`src/rtl/io_port_endpoint.sv`:
```
// Device-side terminator for one MMIO port pair: TX FIFO toward the peripheral,
// RX holding register back to the CPU, and the polled status word.
module io_port_endpoint #(
    parameter int FIFO_DEPTH = 4
) (
    input  logic        clk,
    input  logic        rst_n,
    input  logic        inform_write,
    input  logic [15:0] wr_hi,
    input  logic [15:0] wr_lo,
    input  logic        inform_read,
    output logic [15:0] rd_hi,
    output logic [15:0] rd_lo,
    output logic        dev_tx_valid,
    output logic [31:0] dev_tx_data,
    input  logic        dev_tx_ready,
    input  logic        dev_rx_valid,
    input  logic [15:0] dev_rx_data,
    output logic        dev_rx_ready
);
    localparam int AW = (FIFO_DEPTH > 1) ? $clog2(FIFO_DEPTH) : 1;
    localparam int CW = AW + 1;

    logic [31:0]   r_mem [FIFO_DEPTH];
    logic [AW-1:0] r_wptr;
    logic [AW-1:0] r_rptr;
    logic [CW-1:0] r_count;
    logic          r_tx_valid;
    logic          r_rx_valid;
    logic [15:0]   r_rx_data;
    logic          r_ovf;
    logic          r_prev_write;
    logic          r_prev_read;

    logic          w_wr_evt;
    logic          w_rd_evt;
    logic          w_full;
    logic          w_pop;
    logic          w_push;
    logic          w_ovf_set;
    logic [CW-1:0] w_count_nxt;
    logic [7:0]    w_count8;

    assign w_wr_evt  = inform_write & ~r_prev_write;
    assign w_rd_evt  = inform_read & ~r_prev_read;
    assign w_full    = (r_count == CW'(FIFO_DEPTH));
    assign w_pop     = r_tx_valid & dev_tx_ready;
    // A pop in the same cycle frees a slot, so a full FIFO still accepts the push.
    assign w_push    = w_wr_evt & (~w_full | w_pop);
    assign w_ovf_set = w_wr_evt & w_full & ~w_pop;
    assign w_count8  = 8'(r_count);

    // Next occupancy from the push/pop pair.
    always_comb begin
        w_count_nxt = r_count;
        case ({w_push, w_pop})
            2'b10:   w_count_nxt = r_count + CW'(1);
            2'b01:   w_count_nxt = r_count - CW'(1);
            default: w_count_nxt = r_count;
        endcase
    end

    // FIFO storage; contents are meaningless while the count says empty.
    always_ff @(posedge clk) begin
        if (w_push) begin
            r_mem[r_wptr] <= {wr_hi, wr_lo};
        end
    end

    // Pointers, count, valid, edge detectors and sticky overflow.
    always_ff @(posedge clk) begin
        if (!rst_n) begin
            r_wptr       <= '0;
            r_rptr       <= '0;
            r_count      <= '0;
            r_tx_valid   <= 1'b0;
            r_ovf        <= 1'b0;
            r_prev_write <= 1'b0;
            r_prev_read  <= 1'b0;
        end else begin
            r_prev_write <= inform_write;
            r_prev_read  <= inform_read;
            r_count      <= w_count_nxt;
            r_tx_valid   <= (w_count_nxt != '0);
            if (w_push) begin
                r_wptr <= r_wptr + AW'(1);
            end
            if (w_pop) begin
                r_rptr <= r_rptr + AW'(1);
            end
            // Overflow set wins over a coincident read clear.
            if (w_ovf_set) begin
                r_ovf <= 1'b1;
            end else if (w_rd_evt) begin
                r_ovf <= 1'b0;
            end
        end
    end

    // RX holding register; data persists after consumption.
    always_ff @(posedge clk) begin
        if (!rst_n) begin
            r_rx_valid <= 1'b0;
            r_rx_data  <= 16'h0000;
        end else if (dev_rx_valid && !r_rx_valid) begin
            r_rx_valid <= 1'b1;
            r_rx_data  <= dev_rx_data;
        end else if (w_rd_evt) begin
            r_rx_valid <= 1'b0;
        end
    end

    assign dev_tx_valid = r_tx_valid;
    assign dev_tx_data  = r_mem[r_rptr];
    assign dev_rx_ready = ~r_rx_valid;
    assign rd_hi        = r_rx_data;
    assign rd_lo        = {r_rx_valid, w_full, (r_count == '0), r_ovf, 4'b0000, w_count8};

endmodule

```
`config.mk`:
```
export PLATFORM = sky130hd
export DESIGN_NAME = io_port_endpoint
export DESIGN_NICKNAME = d
export VERILOG_FILES = /design/src/rtl/io_port_endpoint.sv
export SDC_FILE = /design/constraint.sdc
export NUM_CORES = 1
export LEC_CHECK = 0
export ABC_AREA = 1
export BUFFER_PORTS_ARGS = -buffer_cell sky130_fd_sc_hd__buf_2
export CELL_PAD_IN_SITES_DETAIL_PLACEMENT = 0
export CELL_PAD_IN_SITES_GLOBAL_PLACEMENT = 1
export CORE_MARGIN = 2
export CORE_UTILIZATION = 44
export DETAILED_ROUTE_END_ITERATION = 16
export GPL_TIMING_DRIVEN = 0
export PLACE_DENSITY_LB_ADDON = 0.1
export SKIP_LAST_GASP = 1
export SYNTH_ARGS = -nofsm -noshare
export SYNTH_HDL_FRONTEND = slang
export SYNTH_SLANG_ARGS = --single-unit
export TNS_END_PERCENT = 20
```
`constraint.sdc`:
```
create_clock -name clk -period 3.25 [get_ports clk]
set_input_delay 0.325 -clock clk [delete_from_list [all_inputs] [get_ports clk]]
set_output_delay 0.325 -clock clk [all_outputs]
set_load 0.01 [all_outputs]
```
* After elaboration in Yosys (flattened, before gate mapping)
Memories as Yosys holds them, arrays and structs flattened. A register that Yosys moved wholly into a read port is not among the register bits.
Cells that the tools add are included.
** Storage, ports and cells
- Register bits :: 28
- RAM bits :: 128
- Logic and storage cells :: 43
- Memories :: 1
** Memories
- r_mem :: words 4, bits a word 32, rd ports 1, clocked after Yosys merged registers in 1, wr ports 1, RTL line 24 : logic [31:0] r_mem [FIFO_DEPTH];
** Operators by class
- Add/subtract/negate cells :: 4
- Eq/ne operators :: 3
- Multiplexer cells :: 8
- Bitwise logic cells :: 12
- Reduce and logical (&&, ||, !) cells :: 6
** Operator list (number)
- $and A1 B1 Y1 :: 6
- $pmux W3 S2 :: 1
- $mux W1 :: 5
- $not A1 Y1 :: 5
- $add A2 B1 Y2 const B :: 2
- $mux W2 :: 2
- $reduce_bool A2 Y1 :: 2
- $add A3 B1 Y3 const B :: 1
- $eq A3 B3 Y1 const B :: 1
- $logic_not A3 Y1 :: 1
- $reduce_bool A3 Y1 :: 1
- $sub A3 B1 Y3 const B :: 1
- $eq A2 B1 Y1 const B :: 1
- $eq A2 B2 Y1 const B :: 1
- $logic_and A1 B1 Y1 :: 1
- $logic_not A1 Y1 :: 1
- $or A1 B1 Y1 :: 1

* Depth between registers and ports, before layout
Gate-level depths: netlist of the first run.
- Word-level depth :: 7
- Depth in mapped cells :: 10

* Worst setup path after synthesis of the first run
No wires, ideal clock.
- Path kind :: reg-to-reg
- From :: reg r_tx_valid (netlist: dev_tx_valid)
- To :: mem r_mem[0][0] (enable)
- Setup time :: 0.421 ns
- Data arrival time :: 2.068 ns
- Data required time :: 2.829 ns
- Slack :: 0.761 ns
- Stages on the path, launching flop included :: 5
- Buffers on the path :: 0
- Clock period less this slack :: 2.489 ns
- Cell sequence :: dfxtp_1 > nand2_2 > inv_2 > o21ai_4 > nor2_1
** Between the ends
- Longest elaborated chain between the ends :: 5
** Ends and longest elaborated chain
- start, declared :: RTL line 28 : logic r_tx_valid;
- start signal, assigned :: RTL line 84 : r_tx_valid <= (w_count_nxt != '0);
- $and A1 B1 Y1 :: RTL line 47 : assign w_pop = r_tx_valid & dev_tx_ready;
- $or A1 B1 Y1 :: RTL line 49 : assign w_push = w_wr_evt & (~w_full | w_pop);
- $and A1 B1 Y1 :: RTL line 49
- $mux W1 :: RTL line 65 : if (w_push) begin
- $mux W1 (implied by the code) :: RTL line 66 : r_mem[r_wptr] <= {wr_hi, wr_lo};
- end, declared :: RTL line 24
No other way between the ends.

==> results of run 1 <==
-- cell type report --
| class | instances | area (um^2) | area share (%) |
|---|---|---|---|
| sequential | 158 | 4440 | 59.0 |
| multi-input combinational | 268 | 1350 | 17.9 |
| timing repair buffer | 114 | 631 | 8.37 |
| clock buffer | 24 | 536 | 7.11 |
| tap | 176 | 220 | 2.92 |
| buffer | 35 | 200 | 2.66 |
| inverter | 25 | 98.8 | 1.31 |
| clock inverter | 8 | 46.3 | 0.615 |
| antenna | 1 | 2.50 | 0.0332 |
-- through the flow --
| step | power (mW) | utilization (%) | std cells | instance area, um^2 |
|---|---|---|---|---|
| 5_1_grt | 5.49 | 56.6 | 808 | 7530 |
| 2_1_floorplan | 2.99 | - | 486 | 6060 |
| 4_1_cts | 5.30 | 56.6 | 808 | 7530 |
| 6_report | 5.24 | 56.6 | 809 | 7530 |
| 3_3_place_gp | 3.37 | 51.4 | 772 | 6840 |
| 3_5_place_dp | 3.41 | 52.2 | 776 | 6950 |
-- cells in the final DEF (no fill, tap or decap), types with 10 or more instances in the layout --
master / instances
nand2_1: 12
buf_2: 122
clkbuf_1: 10
o21ai_1: 30
dfxtp_1: 30
o22ai_1: 32
buf_4: 14
edfxtp_1: 128
clkbuf_16: 20
o21ai_0: 53
nor2_1: 97
inv_1: 18
-- layer usage --
layer / up-vias / global-route usage, %
met2: 137 / 29.0
met4: 0 / 7.85
met3: 20 / 6.58
met5: - / 0
li1: 1972 / -
met1: 1834 / 21.4
-- state kept, by name, indices dropped and copies added, names as in the netlist, named ones only --
signal	cells
dev_tx_valid	1
r_count	3
r_mem	128
r_ovf	1
r_prev_read	1
r_prev_write	1
r_rptr	2
r_rx_valid	1
r_wptr	2
rd_hi	16
-- worst min-delay path, cell delays in order --
cell     delay, ns
buf_2         0.09
nand2_1       0.04
inv_1         0.04
-- cells in the mapped netlist (all sizes together) --
library cell / instances
ha: 4
nand4: 1
nor3: 1
nand3: 10
clkbuf: 9
fa: 1
dfxtp: 30
xor2: 1
o22ai: 32
nand2: 15
edfxtp: 128
o21ai: 84
conb: 1
a21oi: 6
buf: 26
nor2: 104
inv: 25
-- power groups by stage --
stage	Sequential [mW]	Clock (mW)	Combinational [mW]
after global routing	2.39	2.02	1.08
after floorplan	2.44	0	0.558
after detailed placement	2.42	0	0.984
final	2.38	1.89	0.973
after CTS	2.38	1.93	0.989
after global placement	2.43	0	0.947
-- cells by family (layout without fill, tap and decap cells) --
family | after synthesis | count (layout) | share of synthesized area (%)
AO/OA/AOI/OAI | 122 | 122 | 11.0
XOR/XNOR | 1 | 1 | 0.145
adder cells (fa/ha/maj) | 5 | 5 | 1.16
buffers and inverters | 60 | 206 | 4.96
flip-flops | 158 | 158 | 73.6
other | 1 | 10 | 0.0621
AND/OR/NAND/NOR | 131 | 131 | 9.06
-- path summary, 6_finish.rpt --
check                                  endpoint   startpoint  slack (ns)  cells past startpoint
worst max-delay path            dev_tx_data[11]    flip-flop        1.00                      4
worst min-delay path                r_prev_read  inform_read        0.11                      3
worst max register to register     r_mem[1][16]   r_count[0]        1.66                      5
worst min register to register            r_ovf        r_ovf        0.47                      2
==> key figures, run 1 <==
Status
  • Status: completed

Yosys
  • Syn Area/Cell: approximately 13 um^2
  • Post-Syn Area: 6030 um^2
  • Synthesized flop and latch total: 158
  • Synth unique cells: 28
  • Yosys top cell area share: 63.7%
  • Synth Instances: 478
  • Yosys top cell by area: edfxtp_1
  • Top area cells in the synthesized netlist: edfxtp_1, dfxtp_1, nor2_1, o21ai_0, o22ai_1
  • YS warnings: 0
  • Sequential share of the synthesized area: 73.6%

Routing
  • DRC Markers: 0
  • Top layer in use: met4
  • Vias per cell: approximately 4.9
  • Drt wl/cell: 15.6 um
  • Met3 WL: slightly below 1000 um
  • Final wirelength: 12600 um
  • First-iteration detailed-routing DRC count: between 300 and 400
  • M1 wire length: 5310 um
  • Routed Antenna Nets: 0
  • Pre-antenna DRT Iters: 4
  • Vias after detailed routing: around 4000
  • Metal2 WL: 6080 um

GRT
  • Number of global-route vias before repair: 3905
  • Initial antenna violation count: 0
  • Global-route wire length before repair: 19500 um
  • Largest net degree at the start of global routing: 28
  • GRT Total Usage: roughly 18%
  • Grt total ovfl: 0

Power
  • Pwr dens: 696 nW/um^2
  • NetSw: roughly 1.4 mW
  • Max IR drop VDD: 0.297 mV
  • Logic pwr share: 18.6%
  • Internal power: 3.83 mW
  • Sequential share of power: a little under half
  • Power share of the clock group: 36.1%
  • Sw Ratio: 27.0%
  • Leak pwr: 2.96 nW

Critical path
  • Cell type group with the largest total delay on the critical path: buffers and inverters
  • Critical path capture point type: output pin
  • Worst path bufs/invs: 2
  • CP max stage cell: dfxtp_1
  • Crit path DAT: ~1.9 ns
  • Critical-path cell list: clkbuf_1, o21ai_0, o22ai_1, buf_2
  • Startpoint class of the critical path: flip-flop
  • Worst Setup Path Type: reg2out
  • Req. time, crit path: 2.92 ns
  • Max incr delay on CP: 0.44 ns
  • Critical path fanouts, max: 10

Placement
  • Buffers on Ports: 110
  • Detailed Place HPWL: 7990 um
  • GP Congestion: 0.751
  • Setup WS pre-CTS: 1.48 ns

STA
  • Setup TNS: 0 ns
  • PnR worst setup slack: 1.00 ns
  • Peak Freq: 445 MHz
  • Max Slew Vio Count: 0
  • Final Hold Vio Count: 0
  • RSZ-0062 raised after global routing: false
  • Skew final: 0.00735 ns
  • Final Critical Period: 2.25 ns
  • Worst rel slew slack: 61.6%
  • Worst slew pin tran: 0.576 ns
  • Final setup vio count: 0
  • Fin crit share: a little under 70%
  • Hold Slack: 0.114 ns

Min path
  • Worst Hold Class: in2reg

Floorplan
  • Row count: between 40 and 50
  • Core area: 13300 um^2
  • Die extent in y: between 100 and 150 um
  • Starting Density: a little under half
  • IO Pins: 120
  • Die W: approximately 120 um
  • Die ar.: roughly 15000 um^2

Clock tree
  • CTS Buf Count: 17
  • # hold bufs at CTS: 0
  • # clock sinks: around 160
  • Reg clk slew, reported paths: 0.06 ns
  • Post-CTS Resized: 0
  • Root Buffer: clkbuf_16
  • Post-CTS Setup Inserts: 0
  • H-Tree Depth: 4
  • CTS tree: built
  • Max Root-Sink Buffers: 2
  • Clk_lat worst skew: 0.41 ns

Job
  • Max cap viols: 0

Cells and area
  • Share of layout cells above drive strength 1: between 30 and 40%
  • Final net count: 678
  • Area delta synth->final: 24.8%
  • Fillers: 1123
No activity file was read; power rests on OpenSTA's default activity.
==> run 2, diff against run 1 <==
ABC_AREA = 0   (was 1)
CORE_UTILIZATION = 41   (was 44)
clock period = 2.05 ns   (was 3.25 ns; I/O delays follow)
==> key figures, run 2 <==
Status
  • Status: completed

Critical path
  • Startpoint class of the critical path: flip-flop
  • Req. time, crit path: 1.85 ns
  • CP max stage cell: mux4_2
  • Worst path bufs/invs: 3
  • Cell type group with the largest total delay on the critical path: multiplexers
  • Critical path capture point type: output pin
  • Crit path DAT: between 1.5 and 2 ns
  • Critical-path cell list: buf_4, buf_12, mux4_2, buf_2
  • Max incr delay on CP: 0.53 ns
  • Worst Setup Path Type: reg2out
  • Critical path fanouts, max: 10

Power
  • Max IR drop VDD: about 0.56 mV
  • Pwr dens: 1020 nW/um^2
  • Total power: 7.93 mW
  • NetSw: between 1.5 and 2 mW
  • Leak pwr: 2.87 nW
  • Sequential share of power: 47.1%
  • Sw Ratio: between 20% and 30%
  • Power share of the clock group: 38.4%
  • Logic pwr share: 14.5%
  • Internal power: 6.13 mW

Yosys
  • Synthesized flop and latch total: 158
  • Synth Instances: 320
  • YS warnings: 0
  • EDFF count, synth: 128
  • Synth cell count leaders: edfxtp_1, nand2_1, mux4_2, dfxtp_1, a21oi_1
  • Async SR Flop Fraction: 0%
  • Yosys top cell area share: 64.9%
  • Post-Syn Area: 5920 um^2
  • Syn Area/Cell: 18.5 um^2
  • Top_reg_cell synth: edfxtp_1
  • Sequential share of the synthesized area: between 70% and 80%
  • Synth unique cells: 35
  • Top area cells in the synthesized netlist: edfxtp_1, mux4_2, dfxtp_1, nand2_1, buf_4
  • Most numerous cell in the Yosys netlist: edfxtp_1
  • Yosys top cell by area: edfxtp_1

Clock tree
  • Root Buffer: clkbuf_16
  • Max Root-Sink Buffers: 2
  • H-Tree Depth: 4
  • Reg clk slew, reported paths: 0.06 ns
  • CTS tree: built
  • Clk_lat worst skew: 0.42 ns
  • CTS Buf Count: 17
  • # clock sinks: 158

GRT
  • Grt total ovfl: 0
  • Global-route wire length before repair: 17000 um
  • Number of global-route vias before repair: ~3300
  • GRT Total Usage: 15.3%
  • Initial antenna violation count: 0
  • Largest net degree at the start of global routing: 33

Cells and area
  • Commonest non-fill, non-tap cell in the layout: edfxtp_1
  • Commonest cells after routing, fill and taps aside: edfxtp_1, buf_2, nand2_1, mux4_2, dlygate4sd3_1
  • Final Cell Area: about 7800 um^2
  • Max reg flops: 128
  • Fillers: about 1200
  • Ant diodes: 0
  • Share of layout cells above drive strength 1: 40.6%
  • Area delta synth->final: 31.3%
  • Largest Register: r_mem
  • Final net count: 554

Job
  • Max cap viols: 0

Placement
  • GP Congestion: roughly 0.75
  • Setup WS pre-CTS: -0.127 ns
  • Buffers on Ports: between 100 and 150
  • Detailed Place HPWL: 6980 um
  • Placed cell area: between 6000 and 7000 um^2

Routing
  • Drt wl/cell: around 16 um
  • Final wirelength: 10900 um
  • Vias per cell: 4.75
  • First-iteration detailed-routing DRC count: ~160
  • Vias after detailed routing: between 3000 and 4000
  • Pre-antenna DRT Iters: 4
  • DRC Markers: 0
  • Routed Antenna Nets: 0

Floorplan
  • Die ar.: around 15000 um^2
  • Die extent in y: about 120 um
  • IO Pins: 120
  • Starting Density: 42.3%
  • Core area: 14000 um^2
  • Row count: 43
  • Die W: 124 um

STA
  • PnR worst setup slack: roughly 0.085 ns
  • Worst rel slew slack: between 60% and 70%
  • Fin crit share: 95.8%
  • Peak Freq: 509 MHz
  • Final Critical Period: 1.96 ns
  • Max Slew Vio Count: 0
  • Final setup vio count: 0
  • Final Hold Vio Count: 0
  • Skew final: 0.00511 ns
  • Worst slew pin tran: 0.519 ns

Min path
  • Worst Hold Class: in2reg
[run 2: metrics by stage]
stage / hold WS (ns) / instances / TNS (ns) / utilization [%]
finish: 0.0173 / 688 / 0 / 55.6
global route: 0.00677 / 688 / -0.00835 / 55.6
CTS: 0.000382 / 685 / -1.14 / 55.1
detailed placement: 0.424 / 621 / -4.08 / 48.6
global placement: 0.416 / 618 / -75.67 / 48.1
floorplan: 0.304 / 328 / -3.91 / -
[run 2: cells by family (layout without fill, tap and decap cells)]
kind of cell,after synthesis,count (layout),share of synthesized area [%]
flip-flops,158,158,75.1
AND/OR/NAND/NOR,63,63,5.11
multiplexers,33,33,12.3
buffers and inverters,31,211,2.83
AO/OA/AOI/OAI,26,26,2.96
adder cells (fa/ha/maj),5,5,1.18
XOR/XNOR,3,3,0.444
other,1,9,0.0633
[run 2: power by group through the flow]
stage,logic (mW),clock network (mW),registers [mW]
after global placement,1.04,0,3.80
final,1.15,3.04,3.74
after detailed placement,1.06,0,3.80
after global routing,1.27,3.26,3.75
after CTS,1.12,3.13,3.74
after floorplan,0.647,0,3.81
[run 2: timing repair]
item | 4_1_cts | 5_1_grt
gates resized for setup | 7 | 13
hold buffers | 32 | 0
setup buffers | 0 | 3
pin swaps | 0 | 1
endpoints found under the setup margin | 63 | 32
hold endpoints to repair | 119 | 0
[run 2: layout make-up]
class                      instances  area [um^2]  area share, %
clock inverter                    14          150           1.93
timing repair buffer             148          953           12.3
inverter                           7         26.3          0.338
sequential                       158         4440           57.2
buffer                            24          193           2.48
multi-input combinational        139         1350           17.4
clock buffer                      18          429           5.52
tap                              180          225           2.90
[run 2: layer usage]
layer  part of all wire (%)  vias to the layer above  GRT usage, %
met5                      0                        -             0
met4                    1.8                        0          7.16
met3                    6.3                       16          5.04
met2                     51                       99          26.1
met1                     41                     1578          17.5
li1                       -                     1573             -
[run 2: worst paths after layout]
check	startpoint	slack, ns	cells after the start	end
worst max-delay path	flip-flop	0.09	4	dev_tx_data[28]
worst min-delay path	wr_hi[13]	0.02	1	r_mem[3][29]
worst max register to register	r_count[0]	0.14	4	r_mem[2][24]
worst min register to register	rd_hi[8]	0.45	2	rd_hi[8]
[run 2: worst reg2reg max path: cells and delay by family (launching register included)]
kind	cells	cell delay, ns
buffers and inverters	1	0.24
DFF	1	0.53
and+or+nand+nor	2	0.53
AOI/OAI and AO/OA	1	0.30
==> run 3, diff against run 2 <==
REMOVE_ABC_BUFFERS = 1   (was not set)
==> key figures, run 3 (same netlist as run 2, synthesis figures left out) <==
Cells and area
  • Largest Register: r_mem
  • Fin util: 54.1%
  • Ant diodes: 0
  • Max reg flops: ~130
  • Commonest cells after routing, fill and taps aside: edfxtp_1, buf_2, nand2_1, mux4_2, dfxtp_1
  • Area delta synth->final: 27.8%
  • Commonest non-fill, non-tap cell in the layout: edfxtp_1
  • Share of layout cells above drive strength 1: between 30% and 40%
  • Final net count: ~520
  • Fillers: 1154
  • Final Cell Area: 7570 um^2
  • Non-filler cells, final: 657

STA
  • Fin crit share: 104%
  • Skew final: about 0.0035 ns
  • Final Hold Vio Count: 0
  • Final Critical Period: 2.14 ns
  • PnR worst setup slack: -0.0889 ns
  • Peak Freq: roughly 470 MHz
  • RSZ-0062 raised after global routing: true
  • Worst slew pin tran: 1.16 ns
  • Hold Slack: 0.0129 ns
  • Setup TNS: -0.108 ns
  • Max Slew Vio Count: 0
  • Final setup vio count: 2
  • Worst rel slew slack: 22.2%

Critical path
  • Crit path DAT: 2.46 ns
  • R2R cell count: 7
  • Critical path fanouts, max: 7
  • Max incr delay on CP: between 0.4 and 0.5 ns
  • Startpoint class of the critical path: flip-flop
  • CP max stage cell: fa_1
  • Critical path capture point type: flip-flop
  • Req. time, crit path: around 2.4 ns
  • Worst Setup Path Type: reg2reg
  • Critical-path cell list: nand2_1, nor2_1, inv_1, fa_1, nor4_2, nor3_1, o32ai_2

GRT
  • Number of global-route vias before repair: 3269
  • Initial antenna violation count: 0
  • Global-route wire length before repair: 16600 um
  • Grt total ovfl: 0
  • GRT Total Usage: about 15%
  • Largest net degree at the start of global routing: 33

Placement
  • Detailed Place HPWL: 6730 um
  • Placed cell area: 6710 um^2
  • Buffers on Ports: 110
  • Post-Place Cells: between 500 and 600
  • GP Congestion: a little over 0.7
  • Setup WS pre-CTS: -0.0906 ns

Routing
  • First-iteration detailed-routing DRC count: 189
  • Final wirelength: 11000 um
  • Vias per cell: approximately 4.8
  • Vias after detailed routing: 3138
  • Pre-antenna DRT Iters: 4
  • Drt wl/cell: roughly 17 um
  • Routed Antenna Nets: 0
  • DRC Markers: 0

Floorplan
  • IO Pins: 120
  • Die ar.: 15400 um^2
  • Row count: between 40 and 50
  • Starting Density: 42.3%
  • Die extent in y: between 100 and 150 um
  • Die W: 124 um
  • Core area: between 10000 and 15000 um^2

Power
  • Max IR drop VDD: 0.508 mV
  • Total power: 7.86 mW
  • Pwr dens: 1040 nW/um^2
  • Leak pwr: 2.76 nW

Clock tree
  • Reg clk slew, reported paths: 0.06 ns
  • Clk_lat worst skew: 0.41 ns
  • CTS tree: built
  • H-Tree Depth: 4
  • Root Buffer: clkbuf_16
  • CTS Buf Count: 17
  • Max Root-Sink Buffers: 2
  • # clock sinks: 158

Status
  • Failing checks: negative setup slack
  • Status: finished with violations

Job
  • Max cap viols: 0

Min path
  • Worst Hold Class: in2reg
  • Hold Crit Depth: 1
run 3: area by class of cell:
| cell class | instances | area (um^2) | share of cell area, % |
|---|---|---|---|
| Timing Repair Buffer | 141 | 933 | 12.3 |
| Sequential cell | 158 | 4450 | 58.8 |
| Tap cell | 180 | 225 | 2.98 |
| Clock buffer | 28 | 569 | 7.52 |
| Clock inverter | 4 | 18.8 | 0.248 |
| Multi-Input combinational cell | 139 | 1350 | 17.8 |
| Inverter | 7 | 26.3 | 0.347 |
run 3: path summary, 6_finish.rpt:
path / startpoint / end / slack (ns)
min reg2reg: rd_hi[5] / rd_hi[5] / 0.46
min: wr_lo[4] / r_mem[0][4] / 0.01
max: dev_tx_valid / dev_tx_valid / -0.09
max reg2reg: dev_tx_valid / dev_tx_valid / -0.09
run 3: critical path: cells and delay by family (launching register included):
kind / cells / cell delay [ns]
compound gates: 1 / 0.25
fa+ha+maj: 1 / 0.42
buf+inv: 1 / 0.11
flops: 1 / 0.34
simple gates: 4 / 0.93
run 3: routing by layer:
layer	up-vias	track usage, %	wire length [um]
met5	-	0	0
li1	1502	-	-
met2	102	24.2	5320
met4	0	6.74	170
met3	11	5.68	786
met1	1523	17.9	4720
run 3: report_power, final:
| part | leakage, nW | switching, mW | internal (mW) |
|---|---|---|---|
| clock network | 0.294 | 1.15 | 1.88 |
| registers | 1.42 | 0.0886 | 3.66 |
| logic | 1.05 | 0.538 | 0.547 |
| total | 2.76 | 1.77 | 6.09 |
run 3: repair_timing:
action / CTS / global route
buffers inserted: 2 / 0
hold buffers: 24 / 0
gates resized for setup: 1 / 1
setup endpoints to repair: 66 / 51
hold endpoints to repair: 84 / 0
